[config.mk]
export PLATFORM = sky130hd
export DESIGN_NAME = pcw_dn_sink_flat
export DESIGN_NICKNAME = d
export VERILOG_FILES = /design/src/rtl/pcw_dn_pkg.sv /design/src/rtl/pcw_dn_sink_if.sv /design/src/rtl/pcw_dn_fifo.sv /design/src/rtl/pcw_dn_sink.sv /design/src/flat_wrapper.sv
export SDC_FILE = /design/constraint.sdc
export NUM_CORES = 1
export LEC_CHECK = 0
export BUFFER_PORTS_ARGS = -buffer_cell sky130_fd_sc_hd__buf_2
export CAP_MARGIN = 25
export CORE_MARGIN = 3
export CORE_UTILIZATION = 34
export DETAILED_ROUTE_END_ITERATION = 12
export GPL_TIMING_DRIVEN = 0
export SETUP_SLACK_MARGIN = 0.3
export SLEW_MARGIN = 10
export SYNTH_ARGS = -nofsm -noshare
export SYNTH_HDL_FRONTEND = slang
export SYNTH_SLANG_ARGS = --single-unit
[constraint.sdc]
create_clock -name clk_sys -period 3.17 [get_ports clk_sys]
set_input_delay 0.634 -clock clk_sys [delete_from_list [all_inputs] [get_ports clk_sys]]
set_output_delay 0.634 -clock clk_sys [all_outputs]
set_load 0.01 [all_outputs]
[src/rtl/pcw_dn_pkg.sv]
// Shared types for the download sink: controller states and the buffered byte entry.
package pcw_dn_pkg;

  localparam int ADDR_W         = 16;
  localparam int FIFO_DEPTH_DEF = 4;

  typedef enum logic [1:0] {
    IDLE,
    LOAD,
    DRAIN,
    LAUNCH
  } dn_state_t;

  typedef struct packed {
    logic [ADDR_W-1:0] addr;
    logic [7:0]        data;
  } dn_entry_t;

endpackage

[src/rtl/pcw_dn_sink_if.sv]
// Download stream, CPU RAM write port and CPU launch controls of the download sink.
interface pcw_dn_sink_if;
  import pcw_dn_pkg::*;

  logic              dn_go;
  logic              dn_wr;
  logic [ADDR_W-1:0] dn_addr;
  logic [7:0]        dn_data;
  logic              dn_wait;
  logic [ADDR_W-1:0] execute_addr;
  logic              execute_enable;
  logic              mem_req;
  logic              mem_ack;
  logic [ADDR_W-1:0] mem_addr;
  logic [7:0]        mem_dout;
  logic              mem_we;
  logic              cpu_hold;
  logic              cpu_start;
  logic [ADDR_W-1:0] cpu_pc;
  logic [ADDR_W:0]   byte_count;
  logic              overflow;

  modport master (
    output dn_go, dn_wr, dn_addr, dn_data, execute_addr, execute_enable, mem_ack,
    input  dn_wait, mem_req, mem_addr, mem_dout, mem_we, cpu_hold, cpu_start, cpu_pc,
           byte_count, overflow
  );

  modport slave (
    input  dn_go, dn_wr, dn_addr, dn_data, execute_addr, execute_enable, mem_ack,
    output dn_wait, mem_req, mem_addr, mem_dout, mem_we, cpu_hold, cpu_start, cpu_pc,
           byte_count, overflow
  );

endinterface

[src/rtl/pcw_dn_fifo.sv]
// Synchronous {addr,data} FIFO; push is dropped only when full with no pop the same cycle.
// dn_wait is registered and asserts once occupancy after this cycle reaches DEPTH-1.
module pcw_dn_fifo
  import pcw_dn_pkg::*;
#(
  parameter int DEPTH = 4
)(
  input  logic                   clk,
  input  logic                   rst,
  input  logic                   push,
  input  logic                   pop,
  input  dn_entry_t              din,
  output dn_entry_t              head,
  output logic                   empty,
  output logic                   full,
  output logic [$clog2(DEPTH):0] count,
  output logic                   dn_wait
);

  localparam int PW = $clog2(DEPTH);
  localparam int CW = PW + 1;

  dn_entry_t     mem_q [DEPTH];
  dn_entry_t     mem_d [DEPTH];
  logic [PW-1:0] wr_ptr_q, wr_ptr_d;
  logic [PW-1:0] rd_ptr_q, rd_ptr_d;
  logic [CW-1:0] count_q, count_d;
  logic          dn_wait_q, dn_wait_d;
  logic          push_ok, pop_ok;

  assign empty   = (count_q == '0);
  assign full    = (count_q == CW'(DEPTH));
  assign count   = count_q;
  assign head    = mem_q[rd_ptr_q];
  assign dn_wait = dn_wait_q;

  always_comb begin
    pop_ok   = pop && !empty;
    push_ok  = push && (!full || pop_ok);
    mem_d    = mem_q;
    wr_ptr_d = wr_ptr_q;
    rd_ptr_d = rd_ptr_q;
    count_d  = count_q;
    if (push_ok) begin
      mem_d[wr_ptr_q] = din;
      wr_ptr_d        = wr_ptr_q + PW'(1);
    end
    if (pop_ok) begin
      rd_ptr_d = rd_ptr_q + PW'(1);
    end
    if (push_ok && !pop_ok) begin
      count_d = count_q + CW'(1);
    end else if (pop_ok && !push_ok) begin
      count_d = count_q - CW'(1);
    end
    dn_wait_d = (count_d >= CW'(DEPTH - 1));
  end

  always_ff @(posedge clk) begin
    if (rst) begin
      wr_ptr_q  <= '0;
      rd_ptr_q  <= '0;
      count_q   <= '0;
      dn_wait_q <= 1'b0;
    end else begin
      wr_ptr_q  <= wr_ptr_d;
      rd_ptr_q  <= rd_ptr_d;
      count_q   <= count_d;
      dn_wait_q <= dn_wait_d;
    end
    // Storage needs no reset: the pointers and count define what is valid.
    mem_q <= mem_d;
  end

endmodule

[src/rtl/pcw_dn_sink.sv]
// Boot-loader download sink: buffers bytes, writes them to CPU RAM over req/ack, holds and launches the CPU.
// dn_wr to mem_req is 2 cycles minimum; backpressure via registered dn_wait, strobes into a full FIFO are dropped.
module pcw_dn_sink
  import pcw_dn_pkg::*;
#(
  parameter int FIFO_DEPTH = FIFO_DEPTH_DEF
)(
  input  logic         clk_sys,
  input  logic         reset,
  pcw_dn_sink_if.slave bus
);

  localparam int CW = $clog2(FIFO_DEPTH) + 1;

  dn_state_t         state_q, state_d;
  logic              dn_go_q, dn_go_d;
  logic              exec_pending_q, exec_pending_d;
  logic [ADDR_W-1:0] exec_pc_q, exec_pc_d;
  logic              mem_req_q, mem_req_d;
  logic [ADDR_W-1:0] mem_addr_q, mem_addr_d;
  logic [7:0]        mem_dout_q, mem_dout_d;
  logic [ADDR_W:0]   byte_count_q, byte_count_d;
  logic              overflow_q, overflow_d;
  logic              cpu_hold_q, cpu_hold_d;
  logic              cpu_start_q, cpu_start_d;
  logic [ADDR_W-1:0] cpu_pc_q, cpu_pc_d;

  dn_entry_t         fifo_din, fifo_head;
  logic              fifo_push, fifo_pop, fifo_empty, fifo_full, fifo_wait;
  logic [CW-1:0]     fifo_count;
  logic              go_rise, go_fall, accepting, exec_now;
  logic [ADDR_W-1:0] pc_now;

  assign fifo_din = {bus.dn_addr, bus.dn_data};

  pcw_dn_fifo #(.DEPTH(FIFO_DEPTH)) u_fifo (
    .clk     (clk_sys),
    .rst     (reset),
    .push    (fifo_push),
    .pop     (fifo_pop),
    .din     (fifo_din),
    .head    (fifo_head),
    .empty   (fifo_empty),
    .full    (fifo_full),
    .count   (fifo_count),
    .dn_wait (fifo_wait)
  );

  always_comb begin
    dn_go_d   = bus.dn_go;
    go_rise   = bus.dn_go && !dn_go_q;
    go_fall   = !bus.dn_go && dn_go_q;
    accepting = (state_q == LOAD) || (state_q == DRAIN);
    fifo_push = accepting && bus.dn_wr;
    fifo_pop  = mem_req_q && bus.mem_ack;
    exec_now  = exec_pending_q || (accepting && bus.execute_enable);
    pc_now    = (accepting && bus.execute_enable) ? bus.execute_addr : exec_pc_q;

    state_d        = state_q;
    exec_pending_d = exec_pending_q;
    exec_pc_d      = exec_pc_q;
    mem_req_d      = mem_req_q;
    mem_addr_d     = mem_addr_q;
    mem_dout_d     = mem_dout_q;
    byte_count_d   = byte_count_q;
    overflow_d     = overflow_q;
    cpu_hold_d     = cpu_hold_q;
    cpu_start_d    = 1'b0;
    cpu_pc_d       = cpu_pc_q;

    if (fifo_pop && (byte_count_q != '1)) begin
      byte_count_d = byte_count_q + 1'b1;
    end
    if (fifo_push && fifo_full && !fifo_pop) begin
      overflow_d = 1'b1;
    end

    // The request drops for one cycle after each ack, so the next head is loaded fresh.
    if (!mem_req_q && !fifo_empty) begin
      mem_req_d  = 1'b1;
      mem_addr_d = fifo_head.addr;
      mem_dout_d = fifo_head.data;
    end else if (fifo_pop) begin
      mem_req_d = 1'b0;
    end

    if (accepting && bus.execute_enable) begin
      exec_pending_d = 1'b1;
      exec_pc_d      = bus.execute_addr;
    end

    case (state_q)
      IDLE: begin
        if (go_rise) begin
          state_d      = LOAD;
          byte_count_d = '0;
          overflow_d   = 1'b0;
          cpu_hold_d   = 1'b1;
        end
      end
      LOAD: begin
        if (go_fall) begin
          state_d = DRAIN;
        end
      end
      DRAIN: begin
        if (go_rise) begin
          state_d = LOAD;
        end else if ((fifo_count == '0) && !fifo_push && !mem_req_q) begin
          exec_pending_d = 1'b0;
          if (exec_now) begin
            state_d     = LAUNCH;
            cpu_start_d = 1'b1;
            cpu_pc_d    = pc_now;
          end else begin
            state_d    = IDLE;
            cpu_hold_d = 1'b0;
          end
        end
      end
      LAUNCH: begin
        state_d    = IDLE;
        cpu_hold_d = 1'b0;
      end
      default: begin
        state_d = IDLE;
      end
    endcase
  end

  always_ff @(posedge clk_sys) begin
    if (reset) begin
      state_q        <= IDLE;
      dn_go_q        <= 1'b0;
      exec_pending_q <= 1'b0;
      exec_pc_q      <= '0;
      mem_req_q      <= 1'b0;
      mem_addr_q     <= '0;
      mem_dout_q     <= '0;
      byte_count_q   <= '0;
      overflow_q     <= 1'b0;
      cpu_hold_q     <= 1'b0;
      cpu_start_q    <= 1'b0;
      cpu_pc_q       <= '0;
    end else begin
      state_q        <= state_d;
      dn_go_q        <= dn_go_d;
      exec_pending_q <= exec_pending_d;
      exec_pc_q      <= exec_pc_d;
      mem_req_q      <= mem_req_d;
      mem_addr_q     <= mem_addr_d;
      mem_dout_q     <= mem_dout_d;
      byte_count_q   <= byte_count_d;
      overflow_q     <= overflow_d;
      cpu_hold_q     <= cpu_hold_d;
      cpu_start_q    <= cpu_start_d;
      cpu_pc_q       <= cpu_pc_d;
    end
  end

  // Reset withdraws an outstanding request in the same cycle; the arbiter tolerates it.
  assign bus.mem_req    = mem_req_q && !reset;
  assign bus.mem_we     = mem_req_q && !reset;
  assign bus.mem_addr   = mem_addr_q;
  assign bus.mem_dout   = mem_dout_q;
  assign bus.dn_wait    = fifo_wait;
  assign bus.byte_count = byte_count_q;
  assign bus.overflow   = overflow_q;
  assign bus.cpu_hold   = cpu_hold_q;
  assign bus.cpu_start  = cpu_start_q;
  assign bus.cpu_pc     = cpu_pc_q;

endmodule

[src/flat_wrapper.sv]
// flat-port wrapper written by rule: the top's interface ports become plain ports
module pcw_dn_sink_flat import pcw_dn_pkg::*;
#(
  parameter int FIFO_DEPTH = FIFO_DEPTH_DEF
)
  (clk_sys, reset, bus_dn_go, bus_dn_wr, bus_dn_addr, bus_dn_data, bus_execute_addr, bus_execute_enable, bus_mem_ack, bus_dn_wait, bus_mem_req, bus_mem_addr, bus_mem_dout, bus_mem_we, bus_cpu_hold, bus_cpu_start, bus_cpu_pc, bus_byte_count, bus_overflow);
  pcw_dn_sink_if bus_i ();
  input  logic clk_sys;
  input  logic reset;
  input wire logic [$bits(bus_i.dn_go)-1:0] bus_dn_go;
  input wire logic [$bits(bus_i.dn_wr)-1:0] bus_dn_wr;
  input wire logic [$bits(bus_i.dn_addr)-1:0] bus_dn_addr;
  input wire logic [$bits(bus_i.dn_data)-1:0] bus_dn_data;
  input wire logic [$bits(bus_i.execute_addr)-1:0] bus_execute_addr;
  input wire logic [$bits(bus_i.execute_enable)-1:0] bus_execute_enable;
  input wire logic [$bits(bus_i.mem_ack)-1:0] bus_mem_ack;
  output wire logic [$bits(bus_i.dn_wait)-1:0] bus_dn_wait;
  output wire logic [$bits(bus_i.mem_req)-1:0] bus_mem_req;
  output wire logic [$bits(bus_i.mem_addr)-1:0] bus_mem_addr;
  output wire logic [$bits(bus_i.mem_dout)-1:0] bus_mem_dout;
  output wire logic [$bits(bus_i.mem_we)-1:0] bus_mem_we;
  output wire logic [$bits(bus_i.cpu_hold)-1:0] bus_cpu_hold;
  output wire logic [$bits(bus_i.cpu_start)-1:0] bus_cpu_start;
  output wire logic [$bits(bus_i.cpu_pc)-1:0] bus_cpu_pc;
  output wire logic [$bits(bus_i.byte_count)-1:0] bus_byte_count;
  output wire logic [$bits(bus_i.overflow)-1:0] bus_overflow;
  assign bus_i.dn_go = bus_dn_go;
  assign bus_i.dn_wr = bus_dn_wr;
  assign bus_i.dn_addr = bus_dn_addr;
  assign bus_i.dn_data = bus_dn_data;
  assign bus_i.execute_addr = bus_execute_addr;
  assign bus_i.execute_enable = bus_execute_enable;
  assign bus_i.mem_ack = bus_mem_ack;
  assign bus_dn_wait = bus_i.dn_wait;
  assign bus_mem_req = bus_i.mem_req;
  assign bus_mem_addr = bus_i.mem_addr;
  assign bus_mem_dout = bus_i.mem_dout;
  assign bus_mem_we = bus_i.mem_we;
  assign bus_cpu_hold = bus_i.cpu_hold;
  assign bus_cpu_start = bus_i.cpu_start;
  assign bus_cpu_pc = bus_i.cpu_pc;
  assign bus_byte_count = bus_i.byte_count;
  assign bus_overflow = bus_i.overflow;
  pcw_dn_sink #(.FIFO_DEPTH(FIFO_DEPTH)) u_core (.clk_sys(clk_sys), .reset(reset), .bus(bus_i));
endmodule
======== Yosys cells after proc, flatten, opt, wreduce, memory -nomap -nowiden ========
Cells that the tools add are included.
word-level totals
  bits in registers ....................... 185
  bits of input ports ..................... 46
  output and inout bits ................... 63
  word-level logic and storage cells ...... 120
operators by class
  $add $sub $neg .......................... 5
  order comparisons ....................... 4
  eq/ne operators ......................... 11
  multiplexer cells ....................... 33
  bitwise gates (word level) .............. 5
  reduce and logical (&&, ||, !) cells .... 38
operators by type and width
  operator                                               number
  bitwise mux 96 bit                                     1
  2-to-1 mux 24 bit                                      3
  2-to-1 mux 17 bit                                      3
  binary-select mux 24 bit (select 2 bit)                1
  demux 24 bit (select 2 bit)                            1
  adder 17 x 1 -> 17 bit, second input constant          1
  logical AND 1 bit                                      17
  inequality test 17 bit, second input constant          1
  2-to-1 mux 16 bit                                      1
  2-to-1 mux 1 bit                                       14
  logical NOT 1 bit                                      10
  2-to-1 mux 2 bit                                       5
  one-hot mux 2 bit (4 select lines)                     1
  >= comparator 3 bit, second input constant             2
  2-to-1 mux 3 bit                                       2
  inequality test 2 bit, second input constant           3
  inverter 2 -> 3 bit                                    2
  AND reduction 5 bit                                    1
  adder 2 x 1 -> 2 bit, second input constant            2
  == test 2 bit, second input constant                   2
  inequality test 2 x 1 -> 1 bit, second input constant  2
  AND reduction 4 bit                                    1
  OR reduction 4 bit                                     1
  adder 3 x 1 -> 3 bit, second input constant            1
  other kinds (14)                                       18

======== Depth between registers and ports, before layout ========
  depth in word-level cells ............... 10
  mapped depth ............................ 10
  gate-level depth less buffers ........... 10

======== Hierarchy ========
From an unflattened synthesis, not the netlist that was laid out.
unflattened totals
  cell total of the unflattened synthesis .. 570
  area, all modules ....................... 7,320.8 um^2
by module, submodules not included
  module       times used  cells each  area each (um^2)  sequential area each (um^2)
  pcw_dn_fifo  1           193         4,037.6           3,042.9
  pcw_dn_sink  1           377         3,283.1           1,621.6

======== Worst setup path before layout ========
Ideal clock, no wire load.
  path kind ............................... flip-flop to flip-flop
  start ................................... register u_core.state_q[1]
  end ..................................... register u_core.u_fifo.mem_q[0] in the netlist's numbering, enable pin
  arrival time ............................ 1.930 ns
  required time ........................... 2.787 ns
  setup slack ............................. 0.857 ns
  cell stages (with the launch flop) ...... 6
  buffers on the path ..................... 0
  cell sequence ........................... dfxtp_1 > inv_1 > ha_1 > nand2_1 > a31oi_1 > and2_1
on the way
  longest elaborated chain between the ends .. 4
  elaborated cells between the ends (all ways) .. 5
  those cells by class .................... eq/ne (2); reduce/logical (3)
ends and longest elaborated chain
  what                                                     line                RTL
  from (decl)                                              pcw_dn_sink.sv:15   dn_state_t state_q, state_d;
  from (signal assigned)                                   pcw_dn_sink.sv:146  state_q <= state_d;
  == test 2 x 1 -> 1 bit or == test 2 bit (tied branches)  pcw_dn_sink.sv:53   accepting = (state_q == LOAD) || (state_q == DRAIN);
  logical OR 1 bit *                                       pcw_dn_sink.sv:53
  logical AND 1 bit *                                      pcw_dn_sink.sv:54   fifo_push = accepting && bus.dn_wr;
  logical AND 1 bit *                                      pcw_dn_fifo.sv:39   push_ok = push && (!full || pop_ok);
  to (signal assigned)                                     pcw_dn_fifo.sv:72   mem_q <= mem_d;
  to (decl)                                                pcw_dn_fifo.sv:23   dn_entry_t mem_q [DEPTH];
Mark *: on every way between the ends. The rest lies on a longest branch, timed or not.
A chain may end at the register's enable or synchronous reset.

======== Worst setup path in the final report ========
  start ................................... register u_core.state_q[0]
  end ..................................... register u_core.u_fifo.mem_q[56] in the netlist's numbering, enable pin
The elaborated chain is that of the path after synthesis.

==> flow_metrics.tcl <==
set metrics [dict create \
    final_period_minus_worst_setup_slack_ns 2.70 \
    synth_area_leader_cell "sky130_fd_sc_hd__edfxtp_1" \
    layout-drive-gt1-share 0.299 \
    max_freq_mhz 370 \
    count_of_clock_tree_sinks 185 \
    drtPass1Iterations 7 \
    worst_pin_slew_ns 0.729 \
    final_net_count 716 \
    synth.yosys.seq_area_share 0.655 \
    swShare 0.325 \
    netlist_area_mm2 0.00712 \
    number_of_top_level_design_ports 109 \
    critical_path.top_delay_family "simple AND/OR/NAND/NOR gates" \
    clock_tree.buffer_depth 2 \
    final-setup-viol-count 0 \
    chipHeight_um 151 \
    fill_cells 1900 \
    cts-root-buf "sky130_fd_sc_hd__clkbuf_16" \
    internal-power_uw 4480 \
    grt_start_max_net_pins 25 \
    route.final.wire_length_mm 15.5 \
    grt_antenna_before_repair 1 \
    end_kind "flop" \
    top_signal_layer_used "met5" \
    clock_pin_transition_on_the_worst_setup_and_hold_timing_paths_ns 0.08 \
    cts-buffers-inserted 17 \
    synth.top_cell.area_share 0.405 \
    dpl_wire_length_mm 10.6 \
    pwr_per_cell_area_mw_per_mm2 768 \
    worst-endpoint-required_ns 3.23 \
    timing.max_slew.rel_slack 0.514 \
    adder_cell_share_of_the_synthesized_area 0.0246 \
    share_comb_of_total_power 0.215 \
    cp_num_cells 5 \
    p_switching_uw 2160 \
    critical_path_peak_fanout 24 \
    detailroute.via_count 4562 \
    power.share.clock 0.336 \
    port_buffers 108 \
    worstSetupStartpointType "flop" \
    seq_power_share 0.449 \
    place_congestion 0.763 \
    tritoncts "done" \
    wl_met3_um 862 \
    post_synth_inst_count 529 \
    met2WireLength_mm 7.60 \
    post-route-period-util 0.852 \
    syn_area_per_cell_um2 13.5 \
    vias_per_cell 4.85 \
    worst-r2r-setup-slack_ns 0.47 \
    worst_path_max_stage_delay_ns 0.73 \
    seqCellArea_mm2 0.00466 \
    drc_errors_left 0 \
    initialDrtViolationCount 215 \
    rsz_0062_raised_after_global_routing "yes" \
    result_of_the_run "completed" \
    cpMaxStageDelayCell "sky130_fd_sc_hd__and2_2" \
    h-tree-depth 4 \
    worst-r2r-cell-count 5 \
    grt_pass1_vias 4614 \
    cp_num_buf_inv 1 \
    slew_viol_final 0 \
    first_pass_grt_wire_length_mm 24.4 \
    floorplan.die_area_mm2 0.0227 \
    yosys-mux-area-fraction 0.0998 \
    max_cap_viols 0 \
    timing_worst_setup_path_type "reg -> reg" \
    dpl-instance-area_mm2 0.00800 \
    clk-insertion-delay-late_ns 0.43 \
    critical_path.startpoint "u_core.state_q[0]$_SDFFE_PP0P_" \
    synth_top_family_by_area "simple AND/OR/NAND/NOR gates" \
    synth_compound_area_frac 0.0693 \
    timing.critical_path.to "u_core.u_fifo.mem_q[56]$_DFFE_PP_" \
    power.leakage_uw 0.00326 \
    yosys_warnings 0 \
    hold_class "in -> reg" \
    rr_endpoint "u_core.u_fifo.mem_q[56]$_DFFE_PP_" \
    post-route-worst-setup-slack_ns 0.469 \
    wirelength_met1_mm 6.79 \
    die_width_um 151 \
    synth-xor-area-share 0.0234 \
    groute.usage.overall 0.140 \
    critPathArrivalTime_ns 2.76 \
    num_rows 52 \
    area_occupied_by_multi_input_gates_mm2 0.00230 \
    timing.clock.skew_ns 0.0172 \
    pre_cts_ws_ns 0.465 \
    grt_remaining_overflow 0 \
    cell_chain_of_the_critical_path "inv_1 > ha_1 > nand2_1 > a31oi_1 > and2_2" \
    post_synth_and_or_nand_nor_area_fraction 0.106 \
    total_power_draw_uw 6640 \
    fin_setup_tns_ns 0 \
    synth_seq_cells 185 \
    synth_cell_type_count 47 \
    hold_viol 0 \
    number_of_nets_produced_by_synthesis 589 \
    yosys-top-cells-area "sky130_fd_sc_hd__edfxtp_1 (40%), sky130_fd_sc_hd__dfxtp_1 (25%), sky130_fd_sc_hd__mux4_2 (7.6%)" \
    core_mm2 0.0204 \
    floorplan.initialDensity 0.348 \
    irDropWorstVdd_v 0.000434 \
    drt-wirelength-per-cell_um 16.5 \
    hold_crit_start "bus_dn_data[7]" \
    drtAntennaViolNets 0 \
    crit_reg_reg_startpoint "u_core.state_q[0]$_SDFFE_PP0P_" \
    area_growth_pct 21.5 \
    final_area_mm2 0.00865 \
]
how the worst min path moves through the flow:
stage                                                      end  slack [ns]  cells after the start
after detailed placement  u_core.bus.mem_addr[11]$_SDFFE_PP0P_        0.45                      2
after global routing         u_core.u_fifo.mem_q[47]$_DFFE_PP_        0.39                      1
after floorplan                 u_core.exec_pc_q[1]$_SDFF_PP0_        0.46                      2
after CTS                    u_core.u_fifo.mem_q[55]$_DFFE_PP_        0.39                      1
final                         u_core.u_fifo.mem_q[7]$_DFFE_PP_        0.41                      1
after global placement     u_core.bus.mem_dout[0]$_SDFFE_PP0P_        0.44                      2
cells by family (layout without fill, tap and decap cells):
kind of cell | after synthesis | count (layout)
flip-flops | 185 | 185
AO/OA/AOI/OAI | 65 | 65
multiplexers | 41 | 41
XOR/XNOR | 19 | 19
adder cells (fa/ha/maj) | 14 | 14
other | 0 | 2
AND/OR/NAND/NOR | 170 | 170
buffers and inverters | 35 | 175
flip-flops by register name, indices dropped and copies added, names as in the netlist, 2 cells and up:
signal	count
u_core.u_fifo.mem_q	96
u_core.state_q	2
u_core.u_fifo.count	3
u_core.u_fifo.rd_ptr_q	2
u_core.bus.cpu_pc	16
u_core.bus.mem_dout	8
u_core.bus.byte_count	17
u_core.bus.mem_addr	16
u_core.u_fifo.wr_ptr_q	2
u_core.exec_pc_q	16
Yosys cell counts (all sizes together):
cell and n:
and4 1, o32ai 1, nand2 64, a211oi 20, buf 12, nand3 9
xor2 12, mux2i 17, and3b 1, a21o 1, dfxtp 89, o41ai 1
clkbuf 15, o211ai 1, a2111oi 1, inv 8, a22oi 1, ha 14
o22ai 1, a41oi 1, edfxtp 96, nor2b 4, o32a 2, and3 1
xnor2 7, nor3b 1, a21bo 1, nor4 2, a21oi 31, o21a 1
or2 1, a31oi 1, and2 5, nor3 7, nor2 67, o211a 1
nand2b 3, nand3b 1, mux4 24, nand4 3
through the flow:
step	instances	util	hold slack, ns
after floorplan	529	-	0.461
after global placement	907	0.391	0.444
after detailed placement	907	0.392	0.448
after CTS	939	0.423	0.390
after global routing	939	0.423	0.388
final	941	0.423	0.410
final cells by class:
| cell class | instances | share of cell area |
|---|---|---|
| multi-input cells | 309 | 0.266 |
| flip-flops and latches | 185 | 0.539 |
| plain buffers | 27 | 0.0145 |
| clock buffers | 17 | 0.0492 |
| repair buffers | 108 | 0.0625 |
| well taps | 270 | 0.0391 |
| diodes | 2 | 0.000579 |
| clock inverters | 15 | 0.0249 |
| inverters | 8 | 0.00347 |
per-layer routing:
layer  track usage  up-vias
met5             0        -
met4        0.0503        2
met3        0.0418       20
met2         0.235      114
met1         0.173     2256
li1              -     2170
power by group through the flow:
stage	logic (µW)	clock network [µW]	registers, µW
CTS	1460	2280	2980
finish	1430	2230	2980
global route	1600	2380	3020
global placement	1390	0	3020
floorplan	916	0	3060
detailed placement	1450	0	3030
cells in the final DEF (no fill, tap or decap), types with 4 or more instances in the layout:
cell type | synthesis | routed
sky130_fd_sc_hd__clkinv_8 | 0 | 5
sky130_fd_sc_hd__nand2_1 | 63 | 63
sky130_fd_sc_hd__mux2i_1 | 17 | 17
sky130_fd_sc_hd__mux4_2 | 24 | 24
sky130_fd_sc_hd__and2_2 | 0 | 4
sky130_fd_sc_hd__inv_1 | 8 | 8
sky130_fd_sc_hd__buf_2 | 7 | 115
sky130_fd_sc_hd__nor3_1 | 5 | 5
sky130_fd_sc_hd__nor2_1 | 67 | 67
sky130_fd_sc_hd__a211oi_1 | 6 | 6
sky130_fd_sc_hd__a21oi_1 | 31 | 31
sky130_fd_sc_hd__dfxtp_1 | 89 | 89
sky130_fd_sc_hd__xnor2_1 | 7 | 7
sky130_fd_sc_hd__a211oi_2 | 14 | 14
sky130_fd_sc_hd__inv_12 | 0 | 4
sky130_fd_sc_hd__ha_1 | 14 | 14
sky130_fd_sc_hd__xor2_1 | 12 | 12
sky130_fd_sc_hd__edfxtp_1 | 96 | 96
sky130_fd_sc_hd__clkbuf_1 | 15 | 15
sky130_fd_sc_hd__clkbuf_16 | 0 | 17
sky130_fd_sc_hd__nor2b_1 | 4 | 4
sky130_fd_sc_hd__nand3_1 | 9 | 9
sky130_fd_sc_hd__buf_4 | 4 | 4
timing repair:
| action | in CTS | in global routing |
|---|---|---|
| hold endpoints to repair | 0 | 0 |
| setup endpoints to repair | 0 | 93 |
| resized for setup | 0 | 0 |
| buffers inserted | 0 | 0 |
| hold buffers | 0 | 0 |
(Power assumes the default switching activity.)
